### src/rtl/clear_lines.sv
// Line-clear stage: scans the 10x24 board bottom-up, drops full rows, compacts
// the rest downward and zero-fills the vacated top rows through one RAM port.
module clear_lines (
  input  logic       clk,
  input  logic       resetn,
  input  logic       enable,
  input  logic [5:0] ram_q,
  output logic [7:0] ram_addr,
  output logic       wren,
  output logic [5:0] data,
  output logic       complete,
  output logic [4:0] lines_cleared
);

  typedef enum logic [2:0] {
    IDLE, RD_ADDR, RD_WAIT, RD_CAP, EVAL, WRITE, FILL, DONE
  } state_t;

  // Handshake: enable is a level; complete stays high from pass end until
  // enable drops, and enable low at any edge returns the stage to IDLE.
  state_t      state_q, state_d;
  logic [4:0]  src_q, src_d;
  logic [5:0]  dst_q, dst_d;
  logic [3:0]  col_q, col_d;
  logic [5:0]  row_buf_q [0:9];
  logic [5:0]  row_buf_d [0:9];
  logic        full_q, full_d;
  logic [4:0]  lines_q, lines_d;
  logic [7:0]  fill_q, fill_d;
  logic [7:0]  ram_addr_q, ram_addr_d;
  logic        wren_q, wren_d;
  logic [5:0]  data_q, data_d;
  logic        complete_q, complete_d;
  logic        advance;
  logic [5:0]  dst_n;

  function automatic logic [7:0] times10(input logic [4:0] r);
    return ({3'b000, r} << 3) + ({3'b000, r} << 1);
  endfunction

  always_comb begin
    state_d    = state_q;
    src_d      = src_q;
    dst_d      = dst_q;
    col_d      = col_q;
    row_buf_d  = row_buf_q;
    full_d     = full_q;
    lines_d    = lines_q;
    fill_d     = fill_q;
    ram_addr_d = ram_addr_q;
    wren_d     = 1'b0;
    data_d     = data_q;
    advance    = 1'b0;
    dst_n      = dst_q;

    case (state_q)
      IDLE: begin
        ram_addr_d = 8'd0;
        if (enable) begin
          src_d   = 5'd23;
          dst_d   = 6'd23;
          col_d   = 4'd0;
          full_d  = 1'b1;
          lines_d = 5'd0;
          state_d = RD_ADDR;
        end
      end
      RD_ADDR: begin
        ram_addr_d = times10(src_q) + {4'b0000, col_q};
        state_d    = RD_WAIT;
      end
      RD_WAIT: state_d = RD_CAP;
      RD_CAP: begin
        row_buf_d[col_q] = ram_q;
        if (ram_q == 6'd0) full_d = 1'b0;
        if (col_q == 4'd9) begin
          state_d = EVAL;
        end else begin
          col_d   = col_q + 4'd1;
          state_d = RD_ADDR;
        end
      end
      EVAL: begin
        advance = 1'b1;
        if (full_q) begin
          lines_d = lines_q + 5'd1;
        end else if (dst_q != {1'b0, src_q}) begin
          col_d   = 4'd0;
          state_d = WRITE;
          advance = 1'b0;
        end else begin
          dst_n = dst_q - 6'd1;
        end
      end
      WRITE: begin
        ram_addr_d = times10(dst_q[4:0]) + {4'b0000, col_q};
        data_d     = row_buf_q[col_q];
        wren_d     = 1'b1;
        if (col_q == 4'd9) begin
          dst_n   = dst_q - 6'd1;
          advance = 1'b1;
        end else begin
          col_d = col_q + 4'd1;
        end
      end
      FILL: begin
        ram_addr_d = fill_q;
        data_d     = 6'd0;
        wren_d     = 1'b1;
        if (fill_q == 8'd0) state_d = DONE;
        else                fill_d  = fill_q - 8'd1;
      end
      DONE: ram_addr_d = 8'd0;
      default: state_d = IDLE;
    endcase

    // Row finished: either move up to the next source row or, at the top,
    // zero-fill whatever rows dst still points at (dst bit 5 = underflow).
    if (advance) begin
      dst_d = dst_n;
      if (src_q == 5'd0) begin
        if (!dst_n[5]) begin
          fill_d  = times10(dst_n[4:0]) + 8'd9;
          state_d = FILL;
        end else begin
          state_d = DONE;
        end
      end else begin
        src_d   = src_q - 5'd1;
        col_d   = 4'd0;
        full_d  = 1'b1;
        state_d = RD_ADDR;
      end
    end

    if (!enable) begin
      state_d    = IDLE;
      ram_addr_d = 8'd0;
      wren_d     = 1'b0;
    end

    complete_d = (state_d == DONE);
  end

  always_ff @(posedge clk or negedge resetn) begin
    if (!resetn) begin
      state_q    <= IDLE;
      src_q      <= 5'd0;
      dst_q      <= 6'd0;
      col_q      <= 4'd0;
      for (int i = 0; i < 10; i++) row_buf_q[i] <= 6'd0;
      full_q     <= 1'b0;
      lines_q    <= 5'd0;
      fill_q     <= 8'd0;
      ram_addr_q <= 8'd0;
      wren_q     <= 1'b0;
      data_q     <= 6'd0;
      complete_q <= 1'b0;
    end else begin
      state_q    <= state_d;
      src_q      <= src_d;
      dst_q      <= dst_d;
      col_q      <= col_d;
      row_buf_q  <= row_buf_d;
      full_q     <= full_d;
      lines_q    <= lines_d;
      fill_q     <= fill_d;
      ram_addr_q <= ram_addr_d;
      wren_q     <= wren_d;
      data_q     <= data_d;
      complete_q <= complete_d;
    end
  end

  assign ram_addr      = ram_addr_q;
  assign wren          = wren_q;
  assign data          = data_q;
  assign complete      = complete_q;
  assign lines_cleared = lines_q;

endmodule

### config.mk
export PLATFORM = sky130hd
export DESIGN_NAME = clear_lines
export DESIGN_NICKNAME = d
export VERILOG_FILES = /design/src/rtl/clear_lines.sv
export SDC_FILE = /design/constraint.sdc
export NUM_CORES = 1
export LEC_CHECK = 0
export ABC_AREA = 1
export CAP_MARGIN = 20
export CORE_ASPECT_RATIO = 0.9
export CORE_UTILIZATION = 50
export CTS_CLUSTER_SIZE = 14
export DETAILED_ROUTE_END_ITERATION = 6
export PLACE_DENSITY = 0.68
export REMOVE_ABC_BUFFERS = 1
export SLEW_MARGIN = 5
export SYNTH_ARGS = -nofsm -noshare
export SYNTH_HDL_FRONTEND = slang
export SYNTH_SLANG_ARGS = --single-unit
### constraint.sdc
create_clock -name clk -period 6.11 [get_ports clk]
set_input_delay 1.5275 -clock clk [delete_from_list [all_inputs] [get_ports clk]]
set_output_delay 1.5275 -clock clk [all_outputs]
set_load 0.05 [all_outputs]
==> impl_metrics.json <==
{
  "status": "completed",
  "ff2ff_setup_slack_ns": 2.48,
  "critPathCaptureType": "flop",
  "yosys.area.top_type_share": 0.433,
  "cts_tree": "done",
  "finClkSkew_ns": 0.0125,
  "grt_use_total": 0.266,
  "cts_buffer_depth": 2,
  "p_leak_nw": 3.32,
  "yosys.area.top_type": "dfrtp_1",
  "yosysWarnings": 0,
  "ys_ff_latch": 108,
  "vias_per_cell": 5.70,
  "crit_fanout": 20,
  "drive_gt1_frac": 0.0827,
  "placed_cell_area_um2": 6620,
  "dieArea_um2": 12900,
  "reg2reg_depth": 15,
  "port_buffers": 29,
  "initial_core_util": 0.515,
  "grt_max_degree": 60,
  "arrival_ns": 3.88,
  "area_growth_pct": 11.8,
  "period_needed_ns": 3.63,
  "post_drt_wl_per_cell_um": 16.6,
  "worst_slack_ns": 2.48,
  "fp.dieW_um": 120,
  "crit_required_ns": 6.36,
  "cts_setup_buffers": 0,
  "hold_class": "reg2reg",
  "fmax_mhz": 276,
  "finalSetupViolCount": 0,
  "cts_buffers": 9,
  "drt-total-wl_um": 15900,
  "vias": 5456,
  "fin_crit_sh": 0.594,
  "dr.first_iter.drc_count": 594,
  "fin_nets": 839,
  "yosys-top-cells-count": "nand2_1 (184), dfrtp_1 (108), o21ai_0 (96), inv_1 (69), nor2_1 (62)",
  "ant_nets": 0,
  "synth-seq-area-share": 0.433,
  "place_inst": 942,
  "tightest_slew_ns": 1.05,
  "synth_edf_count": 0,
  "final_cell_area_um2": 6980,
  "r2r-start": "col_q[1]",
  "maxCapViolations": 0,
  "hold_violations": 0,
  "synthDistinctLibCells": 46,
  "routabilityCongestion": 0.933,
  "syn_area_um2": 6240,
  "whs_path_depth": 2,
  "synth_area_per_cell_um2": 8.02,
  "power_density_nw_per_um2": 251,
  "row_count": 38,
  "hpwl_um": 11300,
  "hold_buffers": 0,
  "drc": 0,
  "synth_most_common_cell": "nand2_1",
  "pin_count": 30,
  "ir_drop_v": 0.000167,
  "grt_pass1_wl_um": 26700,
  "coreArea_um2": 12100,
  "cts_root_buf": "clkbuf_16",
  "design_power_total_w": 0.00175,
  "min-delay-start": "ram_addr[5]",
  "chipHeight_um": 108,
  "rsz0062_at_grt": "false",
  "worstSetupPathType": "reg2reg",
  "grt_pass1_vias": 5192,
  "pre_cts_slack_ns": 2.61,
  "r2r-end": "fill_q[6]",
  "cts_resized": 0,
  "diodes": 0,
  "synthFlopType": "dfrtp_1",
  "crit_path_start_kind": "flop",
  "htree_levels": 3,
  "max_slew_margin": 0.299,
  "async_reset_ff_frac": 1.00,
  "cts_sinks": 108,
  "drv_slew": 0,
  "first_pass_iters": 7,
  "hold-path-endpoint": "ram_addr[5]",
  "setup_tns_ns": 0,
  "netlist_instances": 778,
  "synth_area_leaders": "dfrtp_1 (43%), nand2_1 (11%), o21ai_0 (7.7%), ha_1 (6.4%), inv_1 (4.2%)",
  "grt-ovfl-total": 0,
  "clock_latency_ns": 0.36,
  "final_cells": 958,
  "clk_pin_slew_ns": 0.08,
  "antenna_found_initial": 0
}
## layer usage
layer | up-vias | global-route usage | wire, um
met1 | 2620 | 0.391 | 7710
met3 | 17 | 0.0643 | 1080
met5 | - | 0 | 0
li1 | 2618 | - | -
met2 | 201 | 0.393 | 6950
met4 | 0 | 0.0705 | 167
## state kept, by name, summed over array words and instances, names as in the netlist
register,flops
fill_q,8
lines_cleared,5
data,6
wren,1
full_q,1
complete,1
dst_q,6
src_q,5
col_q,4
ram_addr,8
state_q,3
row_buf_q,60
## stage by stage
stage | util | hold WS (ns)
4_1_cts | 0.575 | 0.487
6_report | 0.575 | 0.483
3_3_place_gp | 0.546 | 0.460
2_1_floorplan | - | 0.448
5_1_grt | 0.575 | 0.497
3_5_place_dp | 0.546 | 0.468
## power breakdown
part | switching, W | leakage [nW] | internal [W] | total, W
clock | 0.000287 | 0.171 | 0.000417 | 0.000704
sequential | 0.0000378 | 1.18 | 0.000769 | 0.000807
combinational | 0.000162 | 1.98 | 0.0000791 | 0.000242
total | 0.000487 | 3.32 | 0.00127 | 0.00175
## placed cells by master, fill, tap and decap left out, types with 7 or more instances in the layout
cell	instances
o21ai_0	96
inv_2	13
dfrtp_1	108
nand2_2	8
nor2_1	62
o22ai_1	22
nor2_4	8
nand3_1	38
a21oi_1	28
nand4_1	7
inv_1	69
ha_1	32
a22o_1	8
clkbuf_16	9
nor3_1	9
nand2_1	184
clkdlybuf4s50_1	28
o21ai_1	10
## worst max-delay path, stage by stage, from the launching register on
cell and delay [ns]:
dfrtp_1 0.62, inv_1 0.50, ha_1 0.29, nand3_1 0.21
nand2_2 0.15, inv_2 0.06, nor2_4 0.19, nand3_1 0.10
nand2_1 0.07, o21ai_1 0.12, ha_1 0.33, ha_1 0.17
inv_1 0.06, fa_1 0.38, xor2_1 0.20, o21ai_2 0.07
## kinds of logic (layout without fill, tap and decap cells)
| logic type | count (synthesis) | after routing | share of synthesized area |
|---|---|---|---|
| buf+inv | 109 | 129 | 0.0688 |
| xor+xnor | 8 | 8 | 0.0112 |
| simple gates | 333 | 333 | 0.241 |
| compound gates | 183 | 183 | 0.165 |
| flops | 108 | 108 | 0.433 |
| fa+ha+maj | 37 | 37 | 0.0802 |
## cell type report
type                       count  area [um2]
multi-input combinational    561        3110
sequential                   108        2700
inverter                      82         308
tap                          160         200
clock inverter                 6         118
clock buffer                  10         239
timing repair buffer          31         303
fill                        1124        5150
## how the worst max path moves through the flow
stage / start / endpoint / cells after the start
2_1_floorplan: col_q[0] / fill_q[6] / 14
3_3_place_gp: col_q[1] / fill_q[6] / 15
3_5_place_dp: col_q[1] / fill_q[6] / 15
4_1_cts: col_q[1] / fill_q[6] / 15
5_1_grt: col_q[1] / fill_q[6] / 16
6_report: col_q[1] / fill_q[6] / 15
Note: power is estimated with default switching activity, not from simulation.
